`src/rtl/asic_oa_pipe_pkg.sv`:
```
// Shared constants for the pipelined complex-gate family (oa/ao now, aoi/oai later).
// Mode encodings travel with each transaction through the pipeline.
package asic_oa_pipe_pkg;

   localparam logic MODE_OA = 1'b0;
   localparam logic MODE_AO = 1'b1;

endpackage

```
`src/rtl/asic_oa_pipe_stage.sv`:
```
// Valid/data pipeline register with load enable.
// Asynchronous clear empties the stage and zeroes its payload.
module asic_oa_pipe_stage #(
   parameter int DW = 1
) (
   input  logic          clk,
   input  logic          nreset,
   input  logic          i_load,
   input  logic          i_vld,
   input  logic [DW-1:0] i_data,
   output logic          o_vld,
   output logic [DW-1:0] o_data
);

   logic          r_vld;
   logic [DW-1:0] r_data;

   always_ff @(posedge clk or negedge nreset) begin
      if (!nreset) begin
         r_vld  <= 1'b0;
         r_data <= '0;
      end else if (i_load) begin
         r_vld  <= i_vld;
         r_data <= i_data;
      end
   end

   assign o_vld  = r_vld;
   assign o_data = r_data;

endmodule

```
`src/rtl/asic_oa_pipe.sv`:
```
// Two-stage pipelined OR-AND / AND-OR reduction over GROUPS x INPUTS x W lanes,
// behind a valid/ready handshake; mode is captured alongside the data.
module asic_oa_pipe
   import asic_oa_pipe_pkg::*;
#(
   parameter string PROP   = "DEFAULT",
   parameter int    GROUPS = 3,
   parameter int    INPUTS = 2,
   parameter int    W      = 1
) (
   input  logic                       clk,
   input  logic                       nreset,
   input  logic [GROUPS*INPUTS*W-1:0] in,
   input  logic                       mode,
   input  logic                       in_valid,
   output logic                       in_ready,
   output logic [W-1:0]               z,
   output logic                       out_valid,
   input  logic                       out_ready
);

   localparam int S1W = GROUPS*W + 1;

   logic              w_adv1;
   logic              w_adv2;
   logic [GROUPS*W-1:0] w_inner;
   logic              w_s1_v;
   logic [S1W-1:0]    w_s1_data;
   logic [GROUPS*W-1:0] w_s1_inner;
   logic              w_s1_mode;
   logic [W-1:0]      w_outer;
   logic              w_s2_v;

   // Handshake: a stage may load when it is empty or its successor is moving.
   assign w_adv2   = !w_s2_v | out_ready;
   assign w_adv1   = !w_s1_v | w_adv2;
   assign in_ready = w_adv1;

   // Stage 1 input: inner reduction within each group, per lane
   for (genvar g = 0; g < GROUPS; g++) begin : g_grp
      for (genvar l = 0; l < W; l++) begin : g_lane
         logic [INPUTS-1:0] w_grp;
         for (genvar i = 0; i < INPUTS; i++) begin : g_in
            assign w_grp[i] = in[(g*INPUTS + i)*W + l];
         end
         assign w_inner[g*W + l] = (mode == MODE_AO) ? &w_grp : |w_grp;
      end
   end

   asic_oa_pipe_stage #(.DW(S1W)) u_s1 (
      .clk    (clk),
      .nreset (nreset),
      .i_load (w_adv1),
      .i_vld  (in_valid),
      .i_data ({mode, w_inner}),
      .o_vld  (w_s1_v),
      .o_data (w_s1_data)
   );

   assign w_s1_mode  = w_s1_data[S1W-1];
   assign w_s1_inner = w_s1_data[S1W-2:0];

   // Stage 2 input: outer reduction across groups, using the captured mode
   for (genvar l = 0; l < W; l++) begin : g_outer
      logic [GROUPS-1:0] w_col;
      for (genvar g = 0; g < GROUPS; g++) begin : g_col
         assign w_col[g] = w_s1_inner[g*W + l];
      end
      assign w_outer[l] = (w_s1_mode == MODE_AO) ? |w_col : &w_col;
   end

   asic_oa_pipe_stage #(.DW(W)) u_s2 (
      .clk    (clk),
      .nreset (nreset),
      .i_load (w_adv2),
      .i_vld  (w_s1_v),
      .i_data (w_outer),
      .o_vld  (w_s2_v),
      .o_data (z)
   );

   assign out_valid = w_s2_v;

endmodule

```
`config.mk`:
```
export PLATFORM = sky130hd
export DESIGN_NAME = asic_oa_pipe
export DESIGN_NICKNAME = d
export VERILOG_FILES = /design/src/rtl/asic_oa_pipe_pkg.sv /design/src/rtl/asic_oa_pipe_stage.sv /design/src/rtl/asic_oa_pipe.sv
export SDC_FILE = /design/constraint.sdc
export NUM_CORES = 1
export LEC_CHECK = 0
export CAP_MARGIN = 20
export CORE_AREA = 2 2 39 41
export DETAILED_ROUTE_END_ITERATION = 7
export DIE_AREA = 0 0 41 43
export GPL_ROUTABILITY_DRIVEN = 0
export PLACE_DENSITY = 0.6
export SYNTH_ARGS = -nofsm -noshare
export SYNTH_HDL_FRONTEND = slang
export SYNTH_SLANG_ARGS = --single-unit
```
`constraint.sdc`:
```
create_clock -name clk -period 3 [get_ports clk]
set_input_delay 0.75 -clock clk [delete_from_list [all_inputs] [get_ports clk]]
set_output_delay 0.75 -clock clk [all_outputs]
set_load 0.01 [all_outputs]
```
==> flow_metrics.py <==
metrics = {
    "synth": {
        "ys_dominant_reg_cell": "dfrtp_1",
        "yosysUniqueCellTypes": 11,
        "synthArstFlopShare": 1.00,
        "syn_inst": 29,
        "synthTopCellsByCount": "7 x dfrtp_1, 4 x a21oi_1, 4 x mux2_4, 4 x nand2_1, 4 x nor2_1",
        "yosys_warnings": 0,
        "synth_edf_count": 0,
        "ys_seq_elements": 7,
        "syn_nets": 40,
        "synth_area_leaders": "dfrtp_1 52%, mux2_4 18%, a21oi_1 5.9%",
        "synth-seq-area-share": 0.519,
        "synth_top_cell_area_share": 0.519,
        "synth.avg_cell_area_um2": 11.6,
        "synth_top_area_cell": "dfrtp_1",
        "synth_area_um2": 338,
        "synth.most_common_cell": "dfrtp_1",
    },
    "setup_path": {
        "worstPathMaxFanout": 6,
        "reg2reg_from": "u_s2.o_vld$_DFFE_PN0P_",
        "cp-start-kind": "input pin",
        "r2r_cells": 3,
        "critPathKind": "in -> out",
        "cpMaxStageDelayCell": "clkdlybuf4s50_1",
        "path_cells": "clkdlybuf4s50_1 -> nor2b_4 -> nand2_4 -> clkdlybuf4s50_1",
        "arrival_ns": 1.98,
        "cp.required_ns": 2.25,
        "endpoint_kind": "output port",
        "timing.rr.end": "u_s1.o_data[1]$_DFFE_PN0P_",
        "critical_path.max_stage_delay_ns": 0.54,
        "rrSetupSlack_ns": 1.94,
        "path_common_cell": "clkdlybuf4s50_1",
    },
    "global_routing": {
        "grt_max_degree": 8,
        "grt_pass1_vias": 243,
        "antenna_found_initial": 0,
        "grt.overflow.total": 0,
        "grt_pass1_wl_um": 952,
        "track_usage": 0.0777,
    },
    "timing": {
        "relSlewSlack": 0.795,
        "min_period_over_period": 0.909,
        "finalSetupViolations": 0,
        "rsz0062_at_grt": "no",
        "min_period_ns": 2.73,
        "fin_skew_ns": 0.00183,
        "final_hold_viol_count": 0,
        "worst_pin_slew_ns": 0.306,
        "setup_slack_ns": 0.274,
        "max_freq_ghz": 0.367,
        "drv_slew": 0,
        "tns_ns": 0,
    },
    "min_path": {
        "hp-start": "u_s2.o_data$_DFFE_PN0P_",
        "hold_depth": 2,
        "min_to": "u_s2.o_data$_DFFE_PN0P_",
        "hold_path.class": "reg -> reg",
    },
    "power_and_ir_drop": {
        "power_density_nw_per_um2": 501,
        "combPwrFrac": 0.223,
        "switchingPower_uw": 65.1,
        "switching_share": 0.252,
        "ir_drop_mv": 0.241,
        "clockPowerShare": 0.337,
        "internal-power_uw": 193,
        "seqPwrFrac": 0.440,
        "power.leakage_uw": 0.000234,
    },
    "floorplan": {
        "start_util": 0.244,
        "die_y_um": 43,
        "die_w_um": 41,
        "io_pins": 14,
        "fp.dieArea_um2": 1760,
        "core_area_um2": 1380,
        "rows": 14,
    },
    "final_layout": {
        "fin_cells": 62,
        "final_util": 0.373,
        "area_delta_synth_final_pct": 52.6,
        "layout.nets": 58,
        "diodes": 0,
        "fill_cells": 146,
        "drive_gt1_frac": 0.239,
        "design_area_um2": 515,
    },
    "run": {
        "cap_violations": 0,
    },
    "placement": {
        "place_area_um2": 488,
        "dp.cells": 58,
        "dp_hpwl_um": 460,
        "portBuffers": 13,
        "place_ws_ns": 0.273,
    },
    "cts": {
        "cts_setup_buffers": 0,
        "cts_buffers": 3,
        "cts_tree": "done",
        "clock_latency_ns": 0.25,
        "ctsResizeCount": 0,
        "root_buffer": "clkbuf_4",
        "h-tree-depth": 1,
        "clock-sinks": 7,
        "cts.path.max_buffers": 2,
        "postCtsHoldBufs": 0,
        "clk_pin_slew_ns": 0.05,
    },
    "drt": {
        "wl_per_cell_um": 9.27,
        "drt-total-wl_um": 575,
        "vias": 257,
        "ant_nets": 0,
        "drcViolationCount": 0,
        "routed_via_density": 4.15,
        "first_pass_iters": 4,
        "drt_iter0_drc": 2,
    },
    "outcome": {
        "status": "completed",
    },
}
[how the worst max path moves through the flow]
stage	start	end	slack (ns)	cells past startpoint
after floorplan	out_ready	in_ready	1.27	2
after global placement	out_ready	in_ready	0.28	4
after detailed placement	out_ready	in_ready	0.27	4
after CTS	out_ready	in_ready	0.27	4
after global routing	out_ready	in_ready	0.23	4
final	out_ready	in_ready	0.27	4
[worst max-delay path, delay by kind of cell]
kind          cells  cell delay (ns)
simple gates      2             0.17
buf+inv           2             1.04
[per-stage QoR]
step	hold WS (ns)	total power, uW
2_1_floorplan	0.454	143
3_3_place_gp	0.474	173
3_5_place_dp	0.478	174
4_1_cts	0.491	262
5_1_grt	0.503	272
6_report	0.483	258
[routing by layer]
layer / up-vias / GRT usage / routed length, um
li1: 133 / - / -
met4: 0 / 0.0200 / 0
met1: 111 / 0.101 / 264
met3: 0 / 0.0314 / 60
met2: 13 / 0.116 / 250
met5: - / 0 / 0
[logic make-up (layout without fill, tap and decap cells)]
| logic type | after synthesis | in the layout | synth area share |
|---|---|---|---|
| muxes | 4 | 4 | 0.178 |
| AOI/OAI and AO/OA | 6 | 6 | 0.104 |
| DFF | 7 | 7 | 0.519 |
| buffers and inverters | 0 | 17 | 0 |
| and+or+nand+nor | 12 | 12 | 0.200 |
[cells in the final DEF, fill, tap and decap left out]
| master | Yosys | layout |
|---|---|---|
| clkdlybuf4s50_1 | 0 | 13 |
| dfrtp_1 | 7 | 7 |
| nand2_1 | 4 | 4 |
| nor2_1 | 4 | 4 |
| a21oi_1 | 4 | 4 |
| mux2_4 | 4 | 4 |
| clkbuf_4 | 0 | 3 |
| nor2b_4 | 1 | 1 |
| nand2_4 | 1 | 1 |
| o21a_1 | 1 | 1 |
| o31ai_1 | 1 | 1 |
| or2_2 | 1 | 1 |
| nand2b_1 | 1 | 1 |
| clkinv_2 | 0 | 1 |
[state kept, by name, indices dropped and copies added, names as in the netlist]
register / cells
u_s1.o_data: 4
u_s1.o_vld: 1
u_s2.o_vld: 1
u_s2.o_data: 1
[cell type report]
type                    count  area, um^2  share of cell area
clock buffers               3        22.5              0.0437
clock inverters             1        5.00             0.00971
multi-input cells          22         163               0.316
flip-flops and latches      7         175               0.340
well taps                  16        20.0              0.0388
repair buffers             13         130               0.252
[power by group through the flow]
stage	logic, uW	clock network (uW)	registers [uW]
2_1_floorplan	27.7	0	116
3_3_place_gp	58.0	0	115
3_5_place_dp	58.7	0	115
4_1_cts	58.7	90.0	114
5_1_grt	63.9	93.0	115
6_report	57.6	86.8	114
Note: power is estimated with default switching activity, not from simulation.
